--- config.mk ---
export PLATFORM = sky130hd
export DESIGN_NAME = fp16_mul_accum_flat
export DESIGN_NICKNAME = d
export VERILOG_FILES = /design/src/rtl/fp16_pkg.sv /design/src/rtl/fp16_mul_accum_if.sv /design/src/rtl/fp16_lzc12.sv /design/src/rtl/fp16_mul_accum.sv /design/src/flat_wrapper.sv
export SDC_FILE = /design/constraint.sdc
export NUM_CORES = 1
export LEC_CHECK = 0
export ABC_AREA = 1
export CORE_ASPECT_RATIO = 1.75
export CORE_MARGIN = 2
export CORE_UTILIZATION = 60
export CTS_BUF_LIST = sky130_fd_sc_hd__clkbuf_8
export CTS_CLUSTER_SIZE = 14
export DETAILED_ROUTE_END_ITERATION = 10
export DONT_BUFFER_PORTS = 1
export PLACE_DENSITY = 0.84
export SLEW_MARGIN = 20
export SYNTH_ARGS = -nofsm -noshare
export SYNTH_HDL_FRONTEND = slang
export SYNTH_SLANG_ARGS = --single-unit
--- constraint.sdc ---
create_clock -name clk -period 3.8 [get_ports clk]
set_clock_uncertainty 0.1 [all_clocks]
set_input_delay 0.76 -clock clk [delete_from_list [all_inputs] [get_ports clk]]
set_output_delay 0.76 -clock clk [all_outputs]
set_load 0.005 [all_outputs]
--- src/rtl/fp16_pkg.sv ---
// Shared FP16 constants, accumulator flag bit positions and the accumulator
// FSM state encoding.
package fp16_pkg;

    localparam int              FP16_BIAS    = 15;
    localparam logic [4:0]      FP16_EXP_MAX = 5'h1F;
    localparam logic [15:0]     FP16_QNAN    = 16'h7E00;
    localparam logic [15:0]     FP16_POS_INF = 16'h7C00;
    localparam logic [14:0]     FP16_MAX_FIN = 15'h7BFF;

    localparam int              FLG_OVF      = 3;
    localparam int              FLG_ZERO     = 2;
    localparam int              FLG_CARRY    = 1;
    localparam int              FLG_NEG      = 0;

    typedef enum logic [2:0] {
        S_IDLE  = 3'd0,
        S_ALIGN = 3'd1,
        S_ADD   = 3'd2,
        S_NORM  = 3'd3,
        S_WRITE = 3'd4
    } state_t;

endpackage

--- src/rtl/fp16_mul_accum_if.sv ---
// Product-in / accumulator-out bundle of the FP16 accumulator.
// master = producer/observer side, slave = the accumulator itself.
interface fp16_mul_accum_if #(
    parameter int CNT_W = 8
);
    logic             clear;
    logic             in_valid;
    logic             in_ready;
    logic [15:0]      in_prod;
    logic [15:0]      acc;
    logic [CNT_W-1:0] acc_count;
    logic             done;
    logic [3:0]       flags;

    modport master (
        output clear, in_valid, in_prod,
        input  in_ready, acc, acc_count, done, flags
    );

    modport slave (
        input  clear, in_valid, in_prod,
        output in_ready, acc, acc_count, done, flags
    );
endinterface

--- src/rtl/fp16_lzc12.sv ---
// Combinational leading-zero counter for the 12-bit sum of the accumulator.
// An all-zero input reports 12.
module fp16_lzc12 (
    input  logic [11:0] value,
    output logic [3:0]  count
);

    // Scan upward so the highest set bit is the one that decides the count.
    always_comb begin
        count = 4'd12;
        for (int i = 0; i < 12; i++) begin
            if (value[i]) count = 4'(11 - i);
        end
    end

endmodule

--- src/rtl/fp16_mul_accum.sv ---
// FP16 accumulator (MAC back end): adds each accepted half-precision product
// into a running sum through a fixed ALIGN/ADD/NORM/WRITE sequence.
// Truncating arithmetic, subnormal inputs flushed to zero.
// Optional build macro FP16_ACC_SAT_EN: finite overflow saturates to the
// largest finite magnitude instead of producing infinity.
module fp16_mul_accum
    import fp16_pkg::*;
#(
    parameter int BIAS  = FP16_BIAS,
    parameter int CNT_W = 8
) (
    input logic             clk,
    input logic             reset,
    fp16_mul_accum_if.slave bus
);

    // All-ones biased exponent (31 for half precision).
    localparam logic signed [6:0] EXP_TOP    = 7'(2 * BIAS + 1);
    localparam logic [3:0]        ZERO_FLAGS = 4'b0100;

    function automatic logic [15:0] ovf_result(input logic sign);
`ifdef FP16_ACC_SAT_EN
        return {sign, FP16_MAX_FIN};
`else
        return {sign, FP16_POS_INF[14:0]};
`endif
    endfunction

    state_t            state;
    logic [15:0]       acc_r;
    logic [CNT_W-1:0]  cnt_r;
    logic              done_r;
    logic [3:0]        flags_r;
    logic              ready_r;

    logic [15:0]       a_p0, b_p0;

    logic [4:0]        ea, eb, exp_l, exp_s, diff;
    logic              za, zb, a_big, sign_l, sign_s;
    logic [10:0]       ma, mb, m_l, m_small, m_s;
    logic [14:0]       mag_a, mag_b;
    logic              nan_a, nan_b, inf_a, inf_b, spec;
    logic [15:0]       spec_val;

    logic              sign_l_p1, sign_s_p1, spec_p1;
    logic [4:0]        exp_p1;
    logic [10:0]       ml_p1, ms_p1;
    logic [15:0]       spec_val_p1;

    logic [11:0]       sum;

    logic              sign_p2, spec_p2;
    logic [4:0]        exp_p2;
    logic [11:0]       sum_p2;
    logic [15:0]       spec_val_p2;

    logic [3:0]        lz, shamt;
    logic signed [6:0] exp_n;
    logic [9:0]        frac;
    logic [15:0]       res;
    logic [3:0]        res_flags;
    logic              nan_out;

    fp16_lzc12 u_lzc (
        .value (sum_p2),
        .count (lz)
    );

    // ALIGN: unpack, order by magnitude, shift the smaller significand, detect specials.
    always_comb begin
        ea    = a_p0[14:10];
        eb    = b_p0[14:10];
        za    = (ea == 5'd0);
        zb    = (eb == 5'd0);
        ma    = za ? 11'd0 : {1'b1, a_p0[9:0]};
        mb    = zb ? 11'd0 : {1'b1, b_p0[9:0]};
        mag_a = za ? 15'd0 : a_p0[14:0];
        mag_b = zb ? 15'd0 : b_p0[14:0];
        a_big = (mag_a >= mag_b);

        sign_l  = a_big ? a_p0[15] : b_p0[15];
        sign_s  = a_big ? b_p0[15] : a_p0[15];
        exp_l   = a_big ? ea : eb;
        exp_s   = a_big ? eb : ea;
        m_l     = a_big ? ma : mb;
        m_small = a_big ? mb : ma;
        diff    = exp_l - exp_s;
        m_s     = (diff >= 5'd12) ? 11'd0 : (m_small >> diff);

        nan_a = (ea == FP16_EXP_MAX) && (a_p0[9:0] != 10'd0);
        nan_b = (eb == FP16_EXP_MAX) && (b_p0[9:0] != 10'd0);
        inf_a = (ea == FP16_EXP_MAX) && (a_p0[9:0] == 10'd0);
        inf_b = (eb == FP16_EXP_MAX) && (b_p0[9:0] == 10'd0);
        spec  = (ea == FP16_EXP_MAX) || (eb == FP16_EXP_MAX);
        if (nan_a || nan_b || (inf_a && inf_b && (a_p0[15] != b_p0[15])))
            spec_val = FP16_QNAN;
        else if (inf_a)
            spec_val = {a_p0[15], FP16_POS_INF[14:0]};
        else
            spec_val = {b_p0[15], FP16_POS_INF[14:0]};
    end

    // ADD: same signs add (bit 11 is the carry-out), else larger minus smaller.
    always_comb begin
        if (sign_l_p1 == sign_s_p1)
            sum = {1'b0, ml_p1} + {1'b0, ms_p1};
        else
            sum = {1'b0, ml_p1} - {1'b0, ms_p1};
    end

    // NORM: renormalise the sum, apply underflow/overflow and special results.
    always_comb begin
        shamt     = lz - 4'd1;
        exp_n     = 7'sd0;
        frac      = 10'd0;
        res       = 16'h0000;
        res_flags = 4'b0000;
        nan_out   = spec_p2 && (spec_val_p2 == FP16_QNAN);
        if (spec_p2) begin
            res = spec_val_p2;
        end else if (sum_p2 != 12'd0) begin
            if (sum_p2[11]) begin
                exp_n = $signed({2'b00, exp_p2}) + 7'sd1;
                frac  = sum_p2[10:1];
            end else begin
                exp_n = $signed({2'b00, exp_p2}) - $signed({3'b000, shamt});
                frac  = 10'(sum_p2 << shamt);
            end
            if (exp_n <= 7'sd0)
                res = {sign_p2, 15'd0};
            else if (exp_n >= EXP_TOP)
                res = ovf_result(sign_p2);
            else
                res = {sign_p2, exp_n[4:0], frac};
            res_flags[FLG_OVF]   = (exp_n >= EXP_TOP);
            res_flags[FLG_CARRY] = sum_p2[11];
        end
        res_flags[FLG_ZERO] = (res[14:0] == 15'd0) || nan_out;
        res_flags[FLG_NEG]  = res[15];
    end

    // Datapath registers: operands captured on accept, later stages free-running.
    always_ff @(posedge clk) begin
        if (state == S_IDLE && bus.in_valid) begin
            a_p0 <= bus.clear ? 16'h0000 : acc_r;
            b_p0 <= bus.in_prod;
        end
        // ---- ALIGN -> ADD boundary ----
        sign_l_p1   <= sign_l;
        sign_s_p1   <= sign_s;
        exp_p1      <= exp_l;
        ml_p1       <= m_l;
        ms_p1       <= m_s;
        spec_p1     <= spec;
        spec_val_p1 <= spec_val;
        // ---- ADD -> NORM boundary ----
        sign_p2     <= sign_l_p1;
        exp_p2      <= exp_p1;
        sum_p2      <= sum;
        spec_p2     <= spec_p1;
        spec_val_p2 <= spec_val_p1;
    end

    // Control FSM with registered handshake, accumulator, counter and flags.
    always_ff @(posedge clk or posedge reset) begin
        if (reset) begin
            state   <= S_IDLE;
            acc_r   <= 16'h0000;
            cnt_r   <= '0;
            done_r  <= 1'b0;
            flags_r <= ZERO_FLAGS;
            ready_r <= 1'b1;
        end else begin
            done_r <= 1'b0;
            if (bus.clear) begin
                acc_r   <= 16'h0000;
                cnt_r   <= '0;
                flags_r <= ZERO_FLAGS;
            end
            case (state)
                S_IDLE: begin
                    if (bus.in_valid) begin
                        state   <= S_ALIGN;
                        ready_r <= 1'b0;
                    end
                end
                S_ALIGN: begin
                    state   <= bus.clear ? S_IDLE : S_ADD;
                    ready_r <= bus.clear;
                end
                S_ADD: begin
                    state   <= bus.clear ? S_IDLE : S_NORM;
                    ready_r <= bus.clear;
                end
                S_NORM: begin
                    if (bus.clear) begin
                        state   <= S_IDLE;
                        ready_r <= 1'b1;
                    end else begin
                        state   <= S_WRITE;
                        acc_r   <= res;
                        flags_r <= res_flags;
                        cnt_r   <= cnt_r + 1'b1;
                        done_r  <= 1'b1;
                    end
                end
                S_WRITE: begin
                    state   <= S_IDLE;
                    ready_r <= 1'b1;
                end
                default: begin
                    state   <= S_IDLE;
                    ready_r <= 1'b1;
                end
            endcase
        end
    end

    assign bus.in_ready  = ready_r;
    assign bus.acc       = acc_r;
    assign bus.acc_count = cnt_r;
    assign bus.done      = done_r;
    assign bus.flags     = flags_r;

endmodule

--- src/flat_wrapper.sv ---
// flat-port wrapper written by rule: the top's interface ports become plain ports
module fp16_mul_accum_flat import fp16_pkg::*;
#(
    parameter int BIAS  = FP16_BIAS,
    parameter int CNT_W = 8
)
  (clk, reset, bus_clear, bus_in_valid, bus_in_prod, bus_in_ready, bus_acc, bus_acc_count, bus_done, bus_flags);
  fp16_mul_accum_if #(.CNT_W(CNT_W)) bus_i ();
  input logic clk;
  input logic reset;
  input wire logic [$bits(bus_i.clear)-1:0] bus_clear;
  input wire logic [$bits(bus_i.in_valid)-1:0] bus_in_valid;
  input wire logic [$bits(bus_i.in_prod)-1:0] bus_in_prod;
  output wire logic [$bits(bus_i.in_ready)-1:0] bus_in_ready;
  output wire logic [$bits(bus_i.acc)-1:0] bus_acc;
  output wire logic [$bits(bus_i.acc_count)-1:0] bus_acc_count;
  output wire logic [$bits(bus_i.done)-1:0] bus_done;
  output wire logic [$bits(bus_i.flags)-1:0] bus_flags;
  assign bus_i.clear = bus_clear;
  assign bus_i.in_valid = bus_in_valid;
  assign bus_i.in_prod = bus_in_prod;
  assign bus_in_ready = bus_i.in_ready;
  assign bus_acc = bus_i.acc;
  assign bus_acc_count = bus_i.acc_count;
  assign bus_done = bus_i.done;
  assign bus_flags = bus_i.flags;
  fp16_mul_accum #(.BIAS(BIAS), .CNT_W(CNT_W)) u_core (.clk(clk), .reset(reset), .bus(bus_i));
endmodule
==> impl_results.md, run 1 <==
- H-tree levels: 4
- Placed insts: 1045
- Post-Syn Area: 0.00693 sq mm
- Setup crit start kind: flip-flop
- Final hold vios: 0
- Placer Congestion: 1.02
- # setup viols final: 0
- Final core occ: 68.3%
- FFs w/ async S/R, synth: 28.0%
- Slew margin rel.: 48.1%
- Root Buffer: clkbuf_8
- Worst Hold Slack: 178 ps
- Residual DRC count: 0
- Worst-Skew Late Latency: 450 ps
- Max Clock Freq: 0.265 GHz
- Pwr Density: 1010 mW/mm^2
- Share of the synthesized area in the top cell type: 15.3%
- CTS Hold Bufs: 0
- DR top layer: met4
- Antenna-violating nets left: 0
- Placement Rows: 52
- GRT Overall Usage: 28.2%
- Pre-antenna DRT Iters: 5
- Routed wl met3: 978 um
- CTS tree: yes
- Fin. max-slew vios: 0
- Number of synthesized flops with an enable pin: 32
- Main area contributors after synthesis: dfxtp_1 15%, edfxtp_1 14%, nand2_1 12%
- Met1 WL: 6.37 mm
- Vias: 6395
- Syn Nets: 975
- Crit path required time: 4080 ps
- Worst setup EP type: flip-flop
- Outcome: complete, no violations
- Flops & latches, synth: 118
- Power Total: 0.00784 W
- Layout Cells excl Fill: 1090
- Inserted Diodes: 0
- Slew at the pin closest to its max-slew limit: 778 ps
- Largest net degree at the start of global routing: 34
- Core area: 0.0114 sq mm
- CTS Buf Count: 17
- Seq/Total Area, Yosys: 41.1%
- Crit path cell chain: or2_4 -> nor4_4 -> buf_4 -> inv_2 -> nand2_1 -> inv_1 -> ha_1 -> a21oi_1 -> o31ai_2 -> a21oi_2 -> nand3_4 -> nand2_2 -> nand3_2 -> ha_4 -> buf_6 -> nand3_1 -> nand2_2 -> nand2_1 -> nand2_1 -> nand2_1 -> a21oi_1
- CP max-delay cell: edfxtp_1
- Initial core utilization: 60.9%
- Hold Crit Class: input pin to async pin
- Max Buffers Root-to-Sink: 2
- CP Data Arrival Time: 4060 ps
- Worst-path maximum fanout: 10
- Post-synth cell types: 47
- 1st-iter DRT viols: 411
- Most frequent cell after synthesis: nand2_1
- Mean Syn Cell Area: 7.55 sq um
- Clock Pin Slew Worst Setup and Hold Paths: 80 ps
- Mapped Cells: 918
- Max-Cap Viols: 0
- Nets: 999
- HPWL Detailed: 12.9 mm
- Leading area contributor after synthesis: dfxtp_1
- CP most frequent cell: nand2_1
- DR WL met2: 9.51 mm
- Chip height: 146 um
- Fin crit share: 99.4%
- Post-synth top cells: 214 x nand2_1, 115 x inv_1, 93 x nand3_1, 78 x nor2_1
- Lkg Pwr: 3.77 nW
- Setup Crit Path Kind: flip-flop to flip-flop
- Die W: 85.2 um
- DR WL/cell: 16.6 um
- Layout area overhead: 12.3%
- Ys Warns: 0
- Grt ovf: 0
- First-pass GRT wire length: 27.6 mm
- Vias in the first global route: 6001
- Slowest stage delay, CP: 400 ps
- Vias/cell: 5.87
- Die Area: 0.0125 sq mm
- # port buffers: 0
- VDD IR max: 0.657 mV
- Ys flop type: dfxtp_1
- Reg2reg setup slack: 20 ps
- I/O pin cnt: 50
- Share of cells above drive strength 1: 12.6%
- DRT Wirelength: 18.1 mm
- Initial antenna violation count: 0
- Fin crit period: 3780 ps
- Clock sink total: 118
==> metrics by stage <==
stage	cell area, sq um	TNS, ps	setup WS [ps]
floorplan	6930	0	89.1
global placement	7090	0	181
detailed placement	7090	0	87.1
CTS	7530	0	67.9
global route	7780	-1660	-190
finish	7780	0	22.0
==> flip-flops by register name, summed over array words and instances, names as in the netlist, 4 cells and up <==
register              flops
u_core.exp_p1             5
u_core.ml_p1             11
u_core.ms_p1             11
u_core.bus.acc           16
u_core.bus.acc_count      8
u_core.sum_p2            12
u_core.a_p0              16
u_core.bus.flags          4
u_core.exp_p2             5
u_core.b_p0              16
==> report_power, final <==
group          internal (W)  switching (W)
combinational       0.00166        0.00294
clock              0.000719       0.000548
sequential          0.00171       0.000264
total               0.00409        0.00375
==> per-layer routing <==
metal	GRT usage, %	up-vias
li1	-	3079
met1	28.7	2921
met2	51.3	298
met3	5.20	97
met4	17.9	0
met5	0	-
==> worst paths after layout <==
| check | cells after the start | to | from |
|---|---|---|---|
| max in group asynchronous | 2 | u_core.bus.in_ready | reset |
| worst min register to register | 0 | u_core.exp_p2[1] | u_core.exp_p1[1] |
| worst min-delay path | 2 | u_core.bus.acc_count[0] | reset |
| worst max-delay path | 21 | u_core.ms_p1[2] | u_core.a_p0[11] |
| min in group clk | 0 | u_core.exp_p2[1] | u_core.exp_p1[1] |
| worst max register to register | 21 | u_core.ms_p1[2] | u_core.a_p0[11] |
==> worst max-delay path: cells and delay by family (launching register included) <==
kind / cells / cell delay (ps)
simple gates: 11 / 1310
buf+inv: 4 / 500
fa+ha+maj: 2 / 660
flops: 1 / 400
compound gates: 4 / 750
==> logic make-up (layout without fill, tap and decap cells) <==
family | Yosys count | in the layout | share of synthesized area [%]
AO/OA/AOI/OAI | 134 | 134 | 10.7
XOR/XNOR | 24 | 24 | 3.14
adder cells (fa/ha/maj) | 37 | 37 | 6.90
buffers and inverters | 156 | 193 | 9.25
flip-flops | 118 | 118 | 41.1
AND/OR/NAND/NOR | 449 | 449 | 28.9
==> placed cells by master (no fill, tap or decap), types with 3 or more instances in the layout <==
master,instances
o211ai_1,4
nand2_2,10
buf_4,29
nand2_4,3
ha_1,33
nor2_1,77
xnor2_1,7
nor3_2,5
bufinv_16,4
xor2_1,16
nand4_1,20
inv_1,116
o2111ai_1,3
a21oi_2,3
edfxtp_1,32
nor4_1,6
nand3b_1,3
nor2_2,4
nand2_1,209
dfrtp_1,31
nand3_1,90
clkbuf_8,17
dfxtp_1,52
nor3_1,11
clkinv_4,4
inv_6,4
o21ai_1,7
o21ai_0,53
clkinv_1,3
a31oi_1,3
a21oi_1,44
nand3_2,3
inv_2,7
a21o_1,5
==> what timing repair did <==
action,in CTS,in global routing
gates cloned,0,3
gates resized for setup,1,30
buffers inserted,0,10
endpoints found under the hold margin,0,0
pin swaps,0,7
endpoints found under the setup margin,1,26
==> area by class of cell <==
type,count,area (sq um)
Fill cell,889,3610
Multi-Input combinational cell,644,3550
Sequential cell,118,2850
Inverter,127,485
Timing Repair Buffer,32,274
Clock buffer,17,234
Clock inverter,15,201
Tap cell,135,169
Timing Repair inverter,2,12.5
Power figures use the tool's default switching activity.
==> run 2: changes to the inputs <==
--- a/config.mk
+++ b/config.mk
@@ -5,7 +5,7 @@
 export SDC_FILE = /design/constraint.sdc
 export NUM_CORES = 1
 export LEC_CHECK = 0
-export ABC_AREA = 1
+export CAP_MARGIN = 20
 export CORE_ASPECT_RATIO = 1.75
 export CORE_MARGIN = 2
 export CORE_UTILIZATION = 60
==> impl_results.md, run 2 <==
- Outcome: finished with violations
- Violated checks: setup timing
- Layout area overhead: 25.0%
- CP Data Arrival Time: 4480 ps
- Vias in the first global route: 6177
- Final worst slack: -412 ps
- Fin crit period: 4210 ps
- # port buffers: 0
- Crit path required time: 4070 ps
- Placer Congestion: 1.08
- Pre-antenna DRT Iters: 5
- Mean Syn Cell Area: 9.31 sq um
- Worst setup EP type: flip-flop
- FFs w/ async S/R, synth: 28.0%
- Leading area contributor after synthesis: dfxtp_1
- Fin. max-slew vios: 0
- Placement Rows: 51
- Worst-Skew Late Latency: 450 ps
- Seq/Total Area, Yosys: 42.3%
- CTS tree: yes
- Initial core utilization: 61.1%
- Share of cells above drive strength 1: 26.4%
- Post-Syn Area: 0.00674 sq mm
- Max Clock Freq: 0.237 GHz
- Crit path cell chain: or2_4 -> or4_4 -> buf_12 -> and2_4 -> ha_4 -> a211o_1 -> o311ai_4 -> and3_4 -> mux2i_1 -> ha_2 -> clkinv_2 -> buf_4 -> mux2i_2 -> nor2_1 -> nor4_4
- Lkg Pwr: 3.59 nW
- Slew at the pin closest to its max-slew limit: 1020 ps
- Number of synthesized flops with an enable pin: 32
- CTS Hold Bufs: 0
- Fillers: 686
- Worst-path maximum fanout: 7
- 1st-iter DRT viols: 455
- First-pass GRT wire length: 31.3 mm
- CTS Buf Count: 17
- Grt ovf: 0
- Fin crit share: 111%
- Syn Nets: 781
- Slowest stage delay, CP: 520 ps
- Die W: 84.1 um
- Inserted Diodes: 0
- Final core occ: 76.4%
- Residual DRC count: 0
- Max-Cap Viols: 0
- Ys Warns: 0
- # setup viols final: 11
- Slew margin rel.: 32.0%
- DRT Wirelength: 19.8 mm
- Vias/cell: 6.36
- Power Total: 0.00947 W
- Nets: 865
- DR WL/cell: 20.8 um
- Most frequent cell after synthesis: nor2_1
- Most common cell after layout, fill and taps aside: buf_4
- GRT Overall Usage: 33.8%
- HPWL Detailed: 14.0 mm
- Post-synth top cells: 65 x nor2_1, 64 x nand2_1, 53 x dfxtp_1, 50 x o21ai_0, 38 x a21oi_1
- H-tree levels: 4
- Flops & latches, synth: 118
- Pwr Density: 1120 mW/mm^2
- Share of the synthesized area in the top cell type: 15.7%
- Max Buffers Root-to-Sink: 2
- Worst Hold Slack: 106 ps
- Final hold vios: 0
- Most frequent cells in the layout: 86 x buf_4, 62 x nor2_1, 60 x nand2_1
- Clock sink total: 118
- Antenna-violating nets left: 0
- Setup Crit Path Kind: flip-flop to flip-flop
- Core area: 0.0110 sq mm
- Register area: 0.00285 sq mm
- Hold Crit Class: input pin to async pin
- VDD IR max: 0.670 mV
- Post-synth cell types: 73
- Chip height: 144 um
- I/O pin cnt: 50
- Mapped Cells: 724
- Post-Place Setup Slack: -529 ps
- Area of the multi-input gates: 0.00405 sq mm
- CP max-delay cell: or4_4
- Root Buffer: clkbuf_8
- Die Area: 0.0121 sq mm
- Setup crit start kind: flip-flop
- Largest net degree at the start of global routing: 33
- RSZ-0062 raised after global routing: yes
- Vias: 6062
- Main area contributors after synthesis: dfxtp_1 16%, edfxtp_1 14%, dfrtp_1 12%
- Ys flop type: dfxtp_1
- Initial antenna violation count: 0
- Clock Pin Slew Worst Setup and Hold Paths: 80 ps
==> run 2: cell types whose count changed in the layout (fill, tap and decap cells not counted), sizes merged, moves of 16 or more <==
cell / change
nand2: -158
buf: +66
nand4: -16
inv: -84
nor2b: +25
nand3: -61
mux2i: +20
==> run 2: final cells by class <==
class                      instances  share of cell area [%]
tap                              132                    1.96
sequential                       118                    33.8
multi-input combinational        537                    48.0
inverter                          37                    1.66
clock inverter                    15                    2.24
timing repair buffer              97                    9.47
clock buffer                      17                    2.78
==> run 2: cells by family after synthesis <==
kind of cell / Yosys count / synth area share [%]
mux: 29 / 5.20
flops: 118 / 42.3
simple gates: 261 / 18.7
fa+ha+maj: 39 / 7.39
compound gates: 167 / 16.8
xor+xnor: 41 / 5.55
buf+inv: 69 / 4.10
==> run 2: metrics by stage <==
step / cell area, sq um / cells / TNS, ps
final: 8430 / 953 / -4240
after global routing: 8430 / 953 / -6130
after CTS: 8310 / 949 / -3240
after detailed placement: 7540 / 902 / -4470
after global placement: 7540 / 902 / -2760
after floorplan: 6950 / 724 / -4610
==> run 2: path summary, 6_finish.rpt <==
kind / startpoint / endpoint / slack, ps / depth (start not counted)
setup / recovery: u_core.a_p0[10] / u_core.ms_p1[6] / -410 / 15
hold / removal: reset / u_core.bus.acc[4] / 110 / 1
setup reg to reg: u_core.a_p0[10] / u_core.ms_p1[6] / -410 / 15
hold reg to reg: u_core.spec_val_p1[15] / u_core.spec_val_p2[15] / 230 / 0
max in group asynchronous: reset / u_core.bus.in_ready / 2810 / 2
min in group clk: u_core.spec_val_p1[15] / u_core.spec_val_p2[15] / 230 / 0
==> run 2: report_power, final <==
group	internal, W	switching (W)	leakage (nW)
Combinational	0.00280	0.00334	2.17
Clock	0.000665	0.000574	0.217
Sequential	0.00174	0.000346	1.20
==> run 2: worst max-delay path, delay by kind of cell (launching register included) <==
| family | cells | cell delay, ps |
|---|---|---|
| mux | 2 | 460 |
| flops | 1 | 430 |
| compound gates | 2 | 630 |
| fa+ha+maj | 2 | 540 |
| buf+inv | 3 | 430 |
| simple gates | 6 | 1560 |
==> run 2: what timing repair did <==
item                       CTS  global route
pin swaps                   16            18
resized for setup           37            23
buffers inserted            14             4
setup endpoints to repair   15            19
cloned                       1             1
==> run 2: routing by layer <==
layer	part of all wire [%]	wire length (um)	GRT usage (%)
met2	53	10400	61.0
met5	0	0	0
met4	7.2	1430	23.3
met3	5.3	1050	6.96
met1	35	6900	34.6
==> run 3: changes to the inputs <==
--- a/config.mk
+++ b/config.mk
@@ -5,14 +5,14 @@
 export SDC_FILE = /design/constraint.sdc
 export NUM_CORES = 1
 export LEC_CHECK = 0
+export BUFFER_PORTS_ARGS = -buffer_cell sky130_fd_sc_hd__buf_2
 export CAP_MARGIN = 20
 export CORE_ASPECT_RATIO = 1.75
 export CORE_MARGIN = 2
-export CORE_UTILIZATION = 60
+export CORE_UTILIZATION = 57
 export CTS_BUF_LIST = sky130_fd_sc_hd__clkbuf_8
 export CTS_CLUSTER_SIZE = 14
 export DETAILED_ROUTE_END_ITERATION = 10
-export DONT_BUFFER_PORTS = 1
 export PLACE_DENSITY = 0.84
 export SLEW_MARGIN = 20
 export SYNTH_ARGS = -nofsm -noshare
==> impl_results.md, run 3 (synthesized netlist as in run 2, its figures left out) <==
- Outcome: finished with violations
- Violated checks: setup timing
- Max Clock Freq: 0.244 GHz
- GRT Overall Usage: 32.2%
- Placement Rows: 52
- Slowest stage delay, CP: 580 ps
- Vias in the first global route: 6524
- CTS Buf Count: 17
- Placer Congestion: 1.10
- Final hold vios: 0
- Worst Hold Slack: 225 ps
- Initial core utilization: 58.2%
- Vias: 6324
- Initial antenna violation count: 0
- Most frequent cells in the layout: 88 x buf_4, 61 x nor2_1, 56 x nand2_1
- Max Buffers Root-to-Sink: 2
- # port buffers: 49
- Nets: 914
- # setup viols final: 11
- Final Cell Area: 0.00865 sq mm
- CTS Hold Bufs: 0
- Final worst slack: -305 ps
- CP Data Arrival Time: 4350 ps
- Fin crit period: 4110 ps
- Chip height: 148 um
- Crit path max-delay family: simple AND/OR/NAND/NOR gates
- Pre-antenna DRT Iters: 5
- Setup Crit Path Kind: flip-flop to flip-flop
- Max-Cap Viols: 0
- Slew margin rel.: 46.4%
- Pwr Density: 1090 mW/mm^2
- Worst setup EP type: flip-flop
- Clock Pin Slew Worst Setup and Hold Paths: 90 ps
- Core area: 0.0116 sq mm
- Layout area overhead: 28.3%
- First-pass GRT wire length: 31.5 mm
- Die Area: 0.0127 sq mm
- I/O pin cnt: 50
- Layout Cells excl Fill: 1005
- Residual DRC count: 0
- Vias/cell: 6.29
- Worst-path maximum fanout: 8
- Antenna-violating nets left: 0
- Slew at the pin closest to its max-slew limit: 802 ps
- Crit path required time: 4040 ps
- Fin. max-slew vios: 0
- Setup crit start kind: flip-flop
- RSZ-0062 raised after global routing: yes
- Post-Place Setup Slack: -459 ps
- Most common cell after layout, fill and taps aside: buf_4
- Setup_tns: -2560 ps
- Placed insts: 957
- Hold Crit Class: flip-flop to flip-flop
- CP max-delay cell: or4_4
- DRT Wirelength: 20.2 mm
- H-tree levels: 4
- CP Buf/Inv Count: 2
- Die W: 86.2 um
- Post-place instance area: 0.00780 sq mm
- Clock sink total: 118
- CTS tree: yes
- Grt ovf: 0
- Largest net degree at the start of global routing: 34
- Share of cells above drive strength 1: 31.0%
- Root Buffer: clkbuf_8
- 1st-iter DRT viols: 352
- HPWL Detailed: 14.6 mm
- Lkg Pwr: 3.80 nW
- CP most frequent cell: mux2i_1
- Crit path cell chain: or2_4 -> or4_4 -> nand2_2 -> inv_1 -> ha_4 -> a211o_1 -> o311ai_4 -> and3_4 -> mux2i_1 -> ha_2 -> clkinvlp_4 -> mux2i_1 -> nor2_1 -> nor4_2
- Worst-Skew Late Latency: 450 ps
- DR WL/cell: 20.1 um
- Fin crit share: 108%
- VDD IR max: 0.585 mV
- Inserted Diodes: 0
## run 3: final cells by class
cell class	instances	area, sq um
Tap cell	135	169
Inverter	37	145
Multi-Input combinational cell	539	4090
Clock inverter	14	161
Fill cell	766	2930
Timing Repair Buffer	144	987
Clock buffer	18	248
Sequential cell	118	2850
## run 3: final timing paths
path	startpoint	endpoint	slack [ps]	cells after the start
max reg2reg	u_core.a_p0[10]	u_core.ms_p1[6]	-310	14
min reg2reg	u_core.spec_val_p1[9]	u_core.spec_val_p2[9]	220	0
max in group asynchronous	reset	u_core.bus.acc[14]	2860	2
min in group asynchronous	reset	u_core.bus.acc_count[1]	310	2
max	u_core.a_p0[10]	u_core.ms_p1[6]	-310	14
min	u_core.spec_val_p1[9]	u_core.spec_val_p2[9]	220	0
## run 3: metal layers
layer  wire length (um)  vias up  GRT usage [%]
met5                  0        -              0
met4               1810        0           25.9
met3                958      110           6.37
met2              10600      292           57.3
met1               6840     3028           31.3
li1                   -     2894              -
## run 3: what timing repair did
action / 4_1_cts / 5_1_grt
pin swaps: 11 / 25
cloned: 2 / 1
gates resized for setup: 17 / 49
setup buffers: 6 / 8
setup endpoints to repair: 19 / 25
endpoints found under the hold margin: 0 / 0
## run 3: through the flow
| stage | util (%) | power, W |
|---|---|---|
| after detailed placement | 67.3 | 0.00733 |
| after global routing | 74.7 | 0.00999 |
| after floorplan | - | 0.00564 |
| after CTS | 72.1 | 0.00880 |
| final | 74.7 | 0.00943 |
| after global placement | 67.3 | 0.00710 |
## run 3: report_power, final
group          switching (W)  internal, W  total, W
sequential          0.000318      0.00174   0.00206
clock               0.000590     0.000620   0.00121
combinational        0.00334      0.00282   0.00616
total                0.00425      0.00518   0.00943
## run 3: worst reg2reg max path, stage by stage, from the launching register on
cell	delay, ps
edfxtp_1	400
or2_4	300
or4_4	580
nand2_2	120
inv_1	80
ha_4	160
a211o_1	300
o311ai_4	300
and3_4	240
mux2i_1	200
ha_2	340
clkinvlp_4	160
mux2i_1	380
nor2_1	110
nor4_2	240
